[src/rtl/ram_slot_arbiter_pkg.sv]
// ram_arb_pkg: shared types/constants for the RAM slot arbiter.
// Provides the arbiter state enum, the non-RAM read value and in_ram().
package ram_arb_pkg;

  typedef enum logic [2:0] {
    IDLE,
    VID_WAIT,
    VID_HOLD,
    CPU_WAIT,
    CPU_HOLD
  } arb_state_t;

  localparam logic [7:0] NONRAM_DATA = 8'hFF;

  function automatic logic in_ram(
    input logic [15:0] addr,
    input logic [15:0] top
  );
    return addr < top;
  endfunction

endpackage

[src/rtl/ram_slot_arbiter_if.sv]
// ram_slot_arbiter_if: phase/video/CPU/RAM bus of the slot arbiter.
// slave = arbiter side, master = clock generator, CPU and RAM side.
interface ram_slot_arbiter_if;
  logic        phase0;
  logic [15:0] video_addr;
  logic [15:0] cpu_addr;
  logic        cpu_we;
  logic [7:0]  cpu_dout;
  logic [7:0]  ram_q;
  logic [15:0] ram_addr;
  logic [7:0]  ram_d;
  logic        ram_we;
  logic [7:0]  video_data;
  logic        video_strobe;
  logic [7:0]  cpu_din;
  logic        cpu_strobe;
  logic        arb_overrun;

  modport slave (
    input  phase0, video_addr, cpu_addr,
    input  cpu_we, cpu_dout, ram_q,
    output ram_addr, ram_d, ram_we,
    output video_data, video_strobe,
    output cpu_din, cpu_strobe,
    output arb_overrun
  );

  modport master (
    output phase0, video_addr, cpu_addr,
    output cpu_we, cpu_dout, ram_q,
    input  ram_addr, ram_d, ram_we,
    input  video_data, video_strobe,
    input  cpu_din, cpu_strobe,
    input  arb_overrun
  );
endinterface

[src/rtl/ram_slot_arbiter_phase_edge.sv]
// phase_edge_detect: registers phase0 and flags its rise/fall.
// Ports: clk_i, rst_ni (sync, active-low), phase_i, rise_o, fall_o.
module phase_edge_detect (
  input  logic clk_i,
  input  logic rst_ni,
  input  logic phase_i,
  output logic rise_o,
  output logic fall_o
);

  logic phase_q;

  always_ff @(posedge clk_i) begin
    if (!rst_ni) phase_q <= 1'b0;
    else         phase_q <= phase_i;
  end

  assign rise_o = ~phase_q & phase_i;
  assign fall_o = phase_q & ~phase_i;

endmodule

[src/rtl/ram_slot_arbiter.sv]
// ram_slot_arbiter: video slot (phase0 low) / CPU slot (phase0 high)
// sharing of one sync RAM. Ports: clock_14Mhz, RESET_N, bus_if (slave).
// Macro FLOATING_BUS_EN: non-RAM CPU reads return video_data, else 8'hFF.
module ram_slot_arbiter
  import ram_arb_pkg::*;
#(
  parameter int          RAM_LATENCY = 1,
  parameter logic [15:0] RAM_TOP     = 16'hC000
) (
  input logic               clock_14Mhz,
  input logic               RESET_N,
  ram_slot_arbiter_if.slave bus_if
);

  localparam logic [2:0] LAT = 3'(RAM_LATENCY);

  logic rise, fall;

  phase_edge_detect u_edge (
    .clk_i   (clock_14Mhz),
    .rst_ni  (RESET_N),
    .phase_i (bus_if.phase0),
    .rise_o  (rise),
    .fall_o  (fall)
  );

  arb_state_t  state_q, state_d;
  logic [2:0]  cnt_q, cnt_d;
  logic        nonram_q, nonram_d;
  logic [15:0] ram_addr_q, ram_addr_d;
  logic [7:0]  ram_d_q, ram_d_d;
  logic        ram_we_q, ram_we_d;
  logic [7:0]  vdata_q, vdata_d;
  logic        vstb_q, vstb_d;
  logic [7:0]  cdin_q, cdin_d;
  logic        cstb_q, cstb_d;
  logic        ovr_q, ovr_d;

  logic        pending;
  logic        rise_ok;
  logic        cpu_in_ram;
  logic [7:0]  nonram_val;

`ifdef FLOATING_BUS_EN
  assign nonram_val = vdata_q;
`else
  assign nonram_val = NONRAM_DATA;
`endif

  assign pending    = (state_q == VID_WAIT) ||
                      (state_q == CPU_WAIT);
  // Rises are ignored until the first fall so video gets the first slot.
  assign rise_ok    = rise && (state_q != IDLE);
  assign cpu_in_ram = in_ram(bus_if.cpu_addr, RAM_TOP);

  always_comb begin
    state_d    = state_q;
    cnt_d      = cnt_q;
    nonram_d   = nonram_q;
    ram_addr_d = ram_addr_q;
    ram_d_d    = ram_d_q;
    ram_we_d   = 1'b0;
    vdata_d    = vdata_q;
    vstb_d     = 1'b0;
    cdin_d     = cdin_q;
    cstb_d     = 1'b0;
    ovr_d      = ovr_q;
    unique case (1'b1)
      fall: begin
        if (pending) ovr_d = 1'b1;
        ram_addr_d = bus_if.video_addr;
        cnt_d      = 3'd0;
        nonram_d   = 1'b0;
        state_d    = VID_WAIT;
      end
      rise_ok: begin
        if (pending) ovr_d = 1'b1;
        ram_addr_d = bus_if.cpu_addr;
        ram_d_d    = bus_if.cpu_dout;
        cnt_d      = 3'd0;
        nonram_d   = !cpu_in_ram;
        if (bus_if.cpu_we && cpu_in_ram) begin
          ram_we_d = 1'b1;
          state_d  = CPU_HOLD;
        end else begin
          state_d  = CPU_WAIT;
        end
      end
      default: begin
        unique case (state_q)
          VID_WAIT: begin
            if (cnt_q == LAT) begin
              vdata_d = bus_if.ram_q;
              vstb_d  = 1'b1;
              state_d = VID_HOLD;
            end else begin
              cnt_d = cnt_q + 3'd1;
            end
          end
          CPU_WAIT: begin
            if (nonram_q) begin
              cdin_d  = nonram_val;
              cstb_d  = 1'b1;
              state_d = CPU_HOLD;
            end else if (cnt_q == LAT) begin
              cdin_d  = bus_if.ram_q;
              cstb_d  = 1'b1;
              state_d = CPU_HOLD;
            end else begin
              cnt_d = cnt_q + 3'd1;
            end
          end
          default: ;
        endcase
      end
    endcase
  end

  always_ff @(posedge clock_14Mhz) begin
    if (!RESET_N) begin
      state_q    <= IDLE;
      cnt_q      <= 3'd0;
      nonram_q   <= 1'b0;
      ram_addr_q <= 16'h0000;
      ram_d_q    <= 8'h00;
      ram_we_q   <= 1'b0;
      vdata_q    <= 8'h00;
      vstb_q     <= 1'b0;
      cdin_q     <= 8'hFF;
      cstb_q     <= 1'b0;
      ovr_q      <= 1'b0;
    end else begin
      state_q    <= state_d;
      cnt_q      <= cnt_d;
      nonram_q   <= nonram_d;
      ram_addr_q <= ram_addr_d;
      ram_d_q    <= ram_d_d;
      ram_we_q   <= ram_we_d;
      vdata_q    <= vdata_d;
      vstb_q     <= vstb_d;
      cdin_q     <= cdin_d;
      cstb_q     <= cstb_d;
      ovr_q      <= ovr_d;
    end
  end

  assign bus_if.ram_addr     = ram_addr_q;
  assign bus_if.ram_d        = ram_d_q;
  assign bus_if.ram_we       = ram_we_q;
  assign bus_if.video_data   = vdata_q;
  assign bus_if.video_strobe = vstb_q;
  assign bus_if.cpu_din      = cdin_q;
  assign bus_if.cpu_strobe   = cstb_q;
  assign bus_if.arb_overrun  = ovr_q;

endmodule

[src/flat_wrapper.sv]
// flat-port wrapper written by rule: the top's interface ports become plain ports
module ram_slot_arbiter_flat import ram_arb_pkg::*;
#(
  parameter int          RAM_LATENCY = 1,
  parameter logic [15:0] RAM_TOP     = 16'hC000
)
  (clock_14Mhz, RESET_N, bus_if_phase0, bus_if_video_addr, bus_if_cpu_addr, bus_if_cpu_we, bus_if_cpu_dout, bus_if_ram_q, bus_if_ram_addr, bus_if_ram_d, bus_if_ram_we, bus_if_video_data, bus_if_video_strobe, bus_if_cpu_din, bus_if_cpu_strobe, bus_if_arb_overrun);
  ram_slot_arbiter_if bus_if_i ();
  input logic clock_14Mhz;
  input logic RESET_N;
  input wire logic [$bits(bus_if_i.phase0)-1:0] bus_if_phase0;
  input wire logic [$bits(bus_if_i.video_addr)-1:0] bus_if_video_addr;
  input wire logic [$bits(bus_if_i.cpu_addr)-1:0] bus_if_cpu_addr;
  input wire logic [$bits(bus_if_i.cpu_we)-1:0] bus_if_cpu_we;
  input wire logic [$bits(bus_if_i.cpu_dout)-1:0] bus_if_cpu_dout;
  input wire logic [$bits(bus_if_i.ram_q)-1:0] bus_if_ram_q;
  output wire logic [$bits(bus_if_i.ram_addr)-1:0] bus_if_ram_addr;
  output wire logic [$bits(bus_if_i.ram_d)-1:0] bus_if_ram_d;
  output wire logic [$bits(bus_if_i.ram_we)-1:0] bus_if_ram_we;
  output wire logic [$bits(bus_if_i.video_data)-1:0] bus_if_video_data;
  output wire logic [$bits(bus_if_i.video_strobe)-1:0] bus_if_video_strobe;
  output wire logic [$bits(bus_if_i.cpu_din)-1:0] bus_if_cpu_din;
  output wire logic [$bits(bus_if_i.cpu_strobe)-1:0] bus_if_cpu_strobe;
  output wire logic [$bits(bus_if_i.arb_overrun)-1:0] bus_if_arb_overrun;
  assign bus_if_i.phase0 = bus_if_phase0;
  assign bus_if_i.video_addr = bus_if_video_addr;
  assign bus_if_i.cpu_addr = bus_if_cpu_addr;
  assign bus_if_i.cpu_we = bus_if_cpu_we;
  assign bus_if_i.cpu_dout = bus_if_cpu_dout;
  assign bus_if_i.ram_q = bus_if_ram_q;
  assign bus_if_ram_addr = bus_if_i.ram_addr;
  assign bus_if_ram_d = bus_if_i.ram_d;
  assign bus_if_ram_we = bus_if_i.ram_we;
  assign bus_if_video_data = bus_if_i.video_data;
  assign bus_if_video_strobe = bus_if_i.video_strobe;
  assign bus_if_cpu_din = bus_if_i.cpu_din;
  assign bus_if_cpu_strobe = bus_if_i.cpu_strobe;
  assign bus_if_arb_overrun = bus_if_i.arb_overrun;
  ram_slot_arbiter #(.RAM_LATENCY(RAM_LATENCY), .RAM_TOP(RAM_TOP)) u_core (.clock_14Mhz(clock_14Mhz), .RESET_N(RESET_N), .bus_if(bus_if_i));
endmodule
[config.mk]
export PLATFORM = sky130hd
export DESIGN_NAME = ram_slot_arbiter_flat
export DESIGN_NICKNAME = d
export VERILOG_FILES = /design/src/rtl/ram_slot_arbiter_pkg.sv /design/src/rtl/ram_slot_arbiter_if.sv /design/src/rtl/ram_slot_arbiter_phase_edge.sv /design/src/rtl/ram_slot_arbiter.sv /design/src/flat_wrapper.sv
export SDC_FILE = /design/constraint.sdc
export NUM_CORES = 1
export LEC_CHECK = 0
export BUFFER_PORTS_ARGS = -buffer_cell sky130_fd_sc_hd__buf_2
export CORE_MARGIN = 2
export CORE_UTILIZATION = 46
export CTS_CLUSTER_DIAMETER = 120
export DETAILED_ROUTE_END_ITERATION = 10
export GPL_TIMING_DRIVEN = 0
export PLACE_DENSITY = 0.74
export SYNTH_ARGS = -nofsm -noshare
export SYNTH_HDL_FRONTEND = slang
export SYNTH_SLANG_ARGS = --single-unit
export TNS_END_PERCENT = 10
[constraint.sdc]
create_clock -name clock_14Mhz -period 1.65 [get_ports clock_14Mhz]
set_input_delay 0.0825 -clock clock_14Mhz [delete_from_list [all_inputs] [get_ports clock_14Mhz]]
set_output_delay 0.0825 -clock clock_14Mhz [all_outputs]
set_load 0.01 [all_outputs]
==> flow_metrics.tcl, run 1 <==
set metrics [dict create \
    status "complete, no violations" \
    drv_cap 0 \
    cellLeakagePower_nw 1.29 \
    cp_data_required_time_ps 1900 \
    fp-row-count 24 \
    htree_num_levels 2 \
    cts_tree "yes" \
    grt_pass1_wl_mm 8.14 \
    numCtsBuffers 5 \
    synth.avg_cell_area_um2 9.63 \
    startpoint_type "flop" \
    die_w_um 72.3 \
    irDropWorstVdd_uv 640 \
    portBuffers 95 \
    cts_buffer_depth 2 \
    r2r_cells 7 \
    critPathCapture "u_core.bus_if.video_data[0]" \
    p_per_area_mw_per_mm2 916 \
    synth_edf_count 0 \
    rsz0062_at_grt "true" \
    wire_per_inst_um 13.3 \
    pin_count 96 \
    drtIter0Drc 69 \
    reg2reg_slack_ps 80 \
    timing.fmax_mhz 637 \
    dpl.hpwl_mm 3.69 \
    seq_area_mm2 0.00104 \
    critPathArrivalTime_ps 1820 \
    ys_warn_count 0 \
    drc 0 \
    netlist_instances 223 \
    ys_seq_elements 52 \
    finalWirelength_mm 5.13 \
    die_h_um 72.3 \
    post-route-min-period_ps 1570 \
    synth_seq_area_share_pct 48.5 \
    fillers 389 \
    clkTransAtPathRegs_ps 100 \
    num_vias 1947 \
    n_antenna_cell 0 \
    antenna_left 0 \
    antenna_found_initial 0 \
    viasPerCell 5.03 \
    overflow 0 \
    syn-num-nets 277 \
    hp-class "in2reg" \
    synthFlopType "dfxtp_1" \
    final_nets 388 \
    core-area_mm2 0.00441 \
    grt_max_degree 17 \
    final_hold_viol_count 0 \
    postCtsSetupBuffers 0 \
    ys_types 44 \
    ys_async_sr_fraction_pct 0 \
    multi_input_area_mm2 0.00105 \
    grtUsageTotal_pct 20.0 \
    r2r-start "u_core.cnt_q[1]" \
    setup_viol 0 \
    die-area_mm2 0.00523 \
    totalPowerFinal_w 0.00268 \
    firstDrtPassIters 4 \
    syn_area_mm2 0.00215 \
    drive_gt1_share_pct 38.5 \
    syn_to_final_growth_pct 36.3 \
    cts.sinks 52 \
    whs_ps 0.520 \
    min_period_over_period_pct 95.2 \
    clkLatencyLatePin_ps 310 \
    finalClockSkew_ps 7.93 \
    crit_start "u_core.cnt_q[1]" \
    timing.rr.end "u_core.bus_if.video_data[0]" \
    worstPathMaxFanout 4 \
    cts_root_buf "clkbuf_8" \
    slew_headroom_pct 69.8 \
    tightest_slew_ps 453 \
    first_global_vias 1845 \
    place.gp.congestion 0.793 \
    start_util_pct 48.7 \
    maxSlewViolCount 0 \
    crit_path_end_kind "flop" \
    critPathKind "reg2reg" \
]
-- routing by layer --
layer	vias up	part of all wire, %	track usage [%]
met2	55	48	32.9
li1	1002	-	-
met4	0	1.5	7.13
met1	883	44	24.4
met5	-	0	0
met3	7	6.2	6.81
-- logic make-up after synthesis --
group | count (synthesis) | synth area share [%]
compound gates | 48 | 16.9
buf+inv | 16 | 4.43
flops | 52 | 48.5
simple gates | 80 | 17.5
mux | 22 | 10.3
fa+ha+maj | 2 | 1.16
xor+xnor | 3 | 1.22
-- per-stage QoR --
| stage | setup WS (ps) | utilization [%] | instance area, um^2 | setup TNS, ps | cells |
|---|---|---|---|---|---|
| after floorplan | 182 | - | 2150 | 0 | 223 |
| after global placement | 37.0 | 60.9 | 2690 | 0 | 370 |
| after detailed placement | 8.99 | 60.9 | 2690 | 0 | 370 |
| after CTS | 45.9 | 65.3 | 2880 | 0 | 386 |
| after global routing | -13.6 | 66.3 | 2930 | -54.5 | 387 |
| final | 79.2 | 66.3 | 2930 | 0 | 387 |
-- flip-flops by register name, indices dropped and copies added, names as in the netlist, 3 cells and up --
name                      cells
u_core.bus_if.cpu_din         8
u_core.bus_if.ram_addr       16
u_core.bus_if.ram_d           8
u_core.bus_if.video_data      8
u_core.cnt_q                  3
u_core.state_q                3
-- power breakdown --
group | total [W] | leakage [nW] | internal [W] | switching (W)
Sequential | 0.00137 | 0.424 | 0.00132 | 0.0000456
Combinational | 0.000431 | 0.811 | 0.000205 | 0.000226
Clock | 0.000884 | 0.0558 | 0.000459 | 0.000425
Total | 0.00268 | 1.29 | 0.00199 | 0.000697
-- worst min path at each step --
stage / start / end / slack, ps / depth (start not counted)
floorplan: bus_if_phase0 / u_core.u_edge.phase_q / 200 / 1
global placement: bus_if_cpu_dout[2] / u_core.bus_if.ram_d[2] / 320 / 3
detailed placement: bus_if_ram_q[0] / u_core.bus_if.cpu_din[0] / 330 / 2
CTS: bus_if_cpu_dout[0] / u_core.bus_if.ram_d[0] / 0.1 / 3
global route: bus_if_ram_q[7] / u_core.bus_if.cpu_din[7] / 9 / 2
finish: bus_if_ram_q[7] / u_core.bus_if.cpu_din[7] / 0.5 / 2
-- timing repair --
| item | CTS | global route |
|---|---|---|
| endpoints found under the setup margin | 3 | 24 |
| endpoints found under the hold margin | 8 | 0 |
| pin swaps | 0 | 3 |
| hold buffers | 8 | 0 |
| resized for setup | 1 | 13 |
| cloned | 0 | 1 |
-- final cells by class --
| type | instances | area share, % |
|---|---|---|
| Sequential cell | 52 | 35.7 |
| Inverter | 2 | 0.256 |
| Tap cell | 52 | 2.22 |
| Timing Repair Buffer | 104 | 19.1 |
| Clock inverter | 2 | 1.32 |
| Buffer | 14 | 3.16 |
| Clock buffer | 6 | 2.48 |
| Multi-Input combinational cell | 155 | 35.7 |
-- worst max-delay path, stage by stage (launching register included) --
cell and delay (ps):
dfxtp_1 330, inv_1 60, ha_1 160, nor2b_4 200
nand2_1 110, nor4_4 230, buf_2 240, mux2i_1 190
-- cells in the mapped netlist, types with 3 or more instances --
master	instances	area, um^2
nand2_1	38	143
o22a_1	8	70.1
a21oi_1	13	65.1
dfxtp_1	52	1040
buf_2	3	15.0
nor2_1	18	67.6
and2_1	3	18.8
clkbuf_1	5	18.8
mux2i_1	22	220
buf_6	3	33.8
nand2b_1	3	18.8
nor2b_1	3	18.8
a211oi_1	14	105
-- placed cells by master (no fill, tap or decap), types with 3 or more instances in the layout --
master         instances
buf_2                 99
dfxtp_1               49
nand2_1               38
mux2i_1               22
nor2_1                17
a211oi_1              14
a21oi_1               12
o22a_1                 8
dlygate4sd3_1          8
clkbuf_1               5
clkbuf_8               5
buf_6                  4
nand2b_1               3
and2_1                 3
dfxtp_2                3
(Power assumes the default switching activity.)
==> run 2, diff against run 1 <==
BUFFER_PORTS_ARGS = -buffer_cell sky130_fd_sc_hd__buf_4   (was -buffer_cell sky130_fd_sc_hd__buf_2)
GPL_TIMING_DRIVEN = unset   (was 0)
==> run 2 against run 1 <==
Against the previous run: clock power fell by 3.8%; worst setup slack improved by 20 ps; die area unchanged; flip-flop and latch count stayed put; register-to-register slack better by 20 ps; utilization is 2.4 points higher; largest power group unchanged.
==> flow_metrics.tcl, run 2 (synthesized netlist as in run 1, its figures left out) <==
set metrics [dict create \
    grt_max_degree 37 \
    dpl.hpwl_mm 3.63 \
    antenna_left 0 \
    status "complete, no violations" \
    setup_viol 0 \
    firstDrtPassIters 4 \
    p_int_w 0.00202 \
    numCtsBuffers 5 \
    post-route-util_pct 68.8 \
    cts.sinks 52 \
    largest_reg_flops 16 \
    core-area_mm2 0.00441 \
    p_per_area_mw_per_mm2 884 \
    maxSlewViolCount 0 \
    overflow 0 \
    cts_buffer_depth 2 \
    cp_data_required_time_ps 1860 \
    start_util_pct 48.7 \
    clkTransAtPathRegs_ps 90 \
    viasPerCell 5.03 \
    switching_power_w 0.000668 \
    whs_ps 15.3 \
    final_cell_mix "101 x buf_4, 52 x dfxtp_1, 38 x nand2_1, 22 x mux2i_1, 18 x nor2_1" \
    power.share.switching_pct 24.9 \
    wire_per_inst_um 13.5 \
    drc 0 \
    min_period_over_period_pct 94.0 \
    final_hold_viol_count 0 \
    cellLeakagePower_nw 1.28 \
    startpoint_type "flop" \
    die_w_um 72.3 \
    grtUsageTotal_pct 19.4 \
    irDropWorstVdd_uv 556 \
    fillers 363 \
    layout_commonest_cell "buf_4" \
    place_area_mm2 0.00289 \
    power_frac_comb_pct 17.4 \
    power.share.clock_pct 31.7 \
    pin_count 96 \
    slew_headroom_pct 73.4 \
    fp-row-count 24 \
    n_antenna_cell 0 \
    num_vias 1865 \
    syn_to_final_growth_pct 41.3 \
    seqPwrFrac_pct 50.9 \
    finalClockSkew_ps 11.4 \
    hp-class "in2reg" \
    antenna_found_initial 0 \
    postCtsSetupBuffers 0 \
    die-area_mm2 0.00523 \
    final_nets 372 \
    post-route-min-period_ps 1550 \
    tightest_slew_ps 397 \
    drive_gt1_share_pct 37.9 \
    grt_pass1_wl_mm 8.07 \
    place.gp.congestion 0.843 \
    clkLatencyLatePin_ps 300 \
    fin_area_mm2 0.00304 \
    htree_num_levels 2 \
    timing.fmax_mhz 645 \
    drtIter0Drc 86 \
    crit_path_end_kind "flop" \
    cts_root_buf "clkbuf_8" \
    die_h_um 72.3 \
    worstPathMaxFanout 8 \
    critPathArrivalTime_ps 1760 \
    drv_cap 0 \
    portBuffers 95 \
    critPathKind "reg2reg" \
    first_global_vias 1812 \
    cts_tree "yes" \
    finalWirelength_mm 5.00 \
]
run 2: power by group through the flow:
| stage | combinational (W) | clock, W | sequential [W] |
|---|---|---|---|
| after floorplan | 0.000220 | 0 | 0.00141 |
| after global placement | 0.000455 | 0 | 0.00139 |
| after detailed placement | 0.000460 | 0 | 0.00139 |
| after CTS | 0.000461 | 0.000863 | 0.00136 |
| after global routing | 0.000515 | 0.000908 | 0.00138 |
| final | 0.000468 | 0.000850 | 0.00137 |
run 2: worst paths after layout:
check / cells past startpoint / startpoint / slack [ps] / endpoint
setup / recovery: 4 / u_core.state_q[1] / 100 / u_core.cnt_q[1]
hold / removal: 3 / bus_if_cpu_dout[4] / 20 / u_core.bus_if.ram_d[4]
setup reg to reg: 4 / u_core.state_q[1] / 100 / u_core.cnt_q[1]
hold reg to reg: 2 / u_core.bus_if.ram_addr[15] / 460 / u_core.bus_if.ram_addr[15]
run 2: repair_timing:
item                                    CTS  global route
hold buffers                              0             0
gates resized for setup                   1             7
endpoints found under the setup margin    1            18
hold endpoints to repair                  0             0
cloned                                    0             1
run 2: worst max-delay path, stage by stage, from the launching register on:
cell      delay [ps]
dfxtp_1          410
or3_4            460
a21oi_4          280
nand2_2          110
a311oi_1         210
run 2: metrics by stage:
stage | setup slack, ps | TNS, ps | total power (W) | std cells
floorplan | 182 | 0 | 0.00163 | 223
global placement | 96.9 | 0 | 0.00185 | 362
detailed placement | 27.3 | 0 | 0.00185 | 362
CTS | 17.7 | 0 | 0.00269 | 370
global route | -22.6 | -52.4 | 0.00280 | 371
finish | 98.9 | 0 | 0.00268 | 371
run 2: per-layer routing:
layer / global-route usage [%] / wire [um] / part of all wire, % / vias to the layer above
met2: 32.1 / 2350 / 47 / 61
met5: 0 / 0 / 0 / -
met3: 5.42 / 378 / 7.6 / 5
met4: 6.92 / 57 / 1.1 / 0
li1: - / - / - / 970
met1: 24.1 / 2220 / 44 / 829
run 2: cell type report:
class / count / area [um^2] / area share (%)
inverters: 2 / 7.51 / 0.247
clock buffers: 6 / 72.6 / 2.39
clock inverters: 2 / 35.0 / 1.15
well taps: 52 / 65.1 / 2.14
flip-flops and latches: 52 / 1040 / 34.3
multi-input cells: 155 / 1050 / 34.6
repair buffers: 102 / 763 / 25.1
==> run 3, diff against run 2 <==
PLACE_DENSITY = 0.76   (was 0.74)
clock period = 1.75 ns   (was 1.65 ns; I/O delays follow)
==> run 3 against run 2 <==
Against the previous run: design area decreased by 1.2%; clock skew is 7.2 ps lower; cell count is 0.27% lower; die area stayed put; critical path depth increased by 2; total power is 6.3% lower.
==> flow_metrics.tcl, run 3 (synthesized netlist as in run 1, its figures left out) <==
set metrics [dict create \
    die-area_mm2 0.00523 \
    cellLeakagePower_nw 1.28 \
    grt_max_degree 37 \
    grt_pass1_wl_mm 7.98 \
    postCtsSetupBuffers 0 \
    cts.sinks 52 \
    cts_root_buf "clkbuf_8" \
    cts_buffer_depth 2 \
    first_global_vias 1789 \
    die_h_um 72.3 \
    critPathArrivalTime_ps 1840 \
    final_cell_mix "101 x buf_4, 52 x dfxtp_1, 38 x nand2_1, 22 x mux2i_1, 18 x nor2_1" \
    rsz0062_at_grt "false" \
    timing.fmax_mhz 611 \
    finalWirelength_mm 4.93 \
    wire_per_inst_um 13.3 \
    critPathKind "reg2reg" \
    htree_num_levels 2 \
    cp_data_required_time_ps 1950 \
    fp-row-count 24 \
    worstPathMaxFanout 8 \
    status "complete, no violations" \
    final_nets 371 \
    clkLatencyLatePin_ps 300 \
    maxSlewViolCount 0 \
    start_util_pct 48.7 \
    slew_headroom_pct 75.1 \
    drc 0 \
    antenna_found_initial 0 \
    final_hold_viol_count 0 \
    whs_ps 13.3 \
    cts_tree "yes" \
    timing.rr.end "u_core.bus_if.cpu_din[0]" \
    crit_path_end_kind "flop" \
    min_period_over_period_pct 93.6 \
    layout_commonest_cell "buf_4" \
    min_to "u_core.bus_if.cpu_din[4]" \
    drtIter0Drc 90 \
    viasPerCell 5.17 \
    post-route-util_pct 68.0 \
    numCtsBuffers 5 \
    min_path_cells 2 \
    finalClockSkew_ps 4.23 \
    irDropWorstVdd_uv 464 \
    tightest_slew_ps 373 \
    startpoint_type "flop" \
    n_antenna_cell 0 \
    die_w_um 72.3 \
    hp-class "in2reg" \
    fin_area_mm2 0.00300 \
    syn_to_final_growth_pct 39.7 \
    largest_reg_flops 16 \
    place.gp.congestion 0.771 \
    post-route-min-period_ps 1640 \
    pin_count 96 \
    hp-start "bus_if_ram_q[4]" \
    reg2reg_slack_ps 110 \
    drv_cap 0 \
    hold_buffers 0 \
    antenna_left 0 \
    fillers 368 \
    clkTransAtPathRegs_ps 90 \
    grtUsageTotal_pct 19.3 \
    setup_viol 0 \
    r2r-start "u_core.cnt_q[1]" \
    drive_gt1_share_pct 37.1 \
    place_area_mm2 0.00289 \
    portBuffers 95 \
    num_vias 1912 \
    core-area_mm2 0.00441 \
    firstDrtPassIters 4 \
    finalSetupTns_ps 0 \
    overflow 0 \
    dpl.hpwl_mm 3.66 \
    p_per_area_mw_per_mm2 838 \
    r2r_cells 6 \
]
[run 3: how the worst max path moves through the flow]
stage,startpoint,end,slack [ps],cells after the start
after floorplan,u_core.cnt_q[1],u_core.bus_if.cpu_din[0],280,7
after global placement,u_core.cnt_q[1],u_core.bus_if.cpu_din[3],170,6
after detailed placement,u_core.cnt_q[1],u_core.bus_if.cpu_din[0],100,6
after CTS,u_core.cnt_q[1],u_core.bus_if.cpu_din[0],80,6
after global routing,u_core.cnt_q[1],u_core.bus_if.cpu_din[0],20,6
final,u_core.cnt_q[1],u_core.bus_if.cpu_din[0],110,6
[run 3: layer usage]
layer / vias up / global-route usage (%) / wire length [um]
li1: 963 / - / -
met1: 886 / 24.3 / 2150
met3: 7 / 5.56 / 340
met5: - / 0 / 0
met4: 0 / 8.81 / 91
met2: 56 / 30.7 / 2340
[run 3: final cells by class]
| cell class | instances | area [um^2] | area share, % |
|---|---|---|---|
| sequential | 52 | 1040 | 34.7 |
| multi-input combinational | 155 | 1020 | 34.0 |
| timing repair buffer | 101 | 758 | 25.3 |
| clock buffer | 6 | 72.6 | 2.42 |
| tap | 52 | 65.1 | 2.17 |
| clock inverter | 2 | 35.0 | 1.17 |
| inverter | 2 | 7.51 | 0.250 |
[run 3: repair_timing]
| item | CTS | global route |
|---|---|---|
| resized for setup | 0 | 1 |
| setup endpoints to repair | 0 | 5 |
| hold endpoints to repair | 0 | 0 |
[run 3: per-stage QoR]
| step | total power [W] | setup WS [ps] | instances |
|---|---|---|---|
| after global routing | 0.00264 | 19.4 | 370 |
| final | 0.00252 | 113 | 370 |
| after CTS | 0.00254 | 84.1 | 370 |
| after global placement | 0.00174 | 175 | 362 |
| after detailed placement | 0.00174 | 101 | 362 |
| after floorplan | 0.00154 | 282 | 223 |
[run 3: worst max-delay path, stage by stage, from the launching register on]
cell and delay [ps]:
dfxtp_1 360, inv_1 50, ha_1 190, nor2b_2 180
o2111a_1 240, nand2b_1 280, o22a_1 240
[run 3: where the power goes]
| part | internal [W] | switching [W] | leakage [nW] |
|---|---|---|---|
| Combinational | 0.000226 | 0.000204 | 0.806 |
| Sequential | 0.00124 | 0.0000412 | 0.423 |
| Clock | 0.000425 | 0.000375 | 0.0552 |
| Total | 0.00190 | 0.000620 | 1.28 |
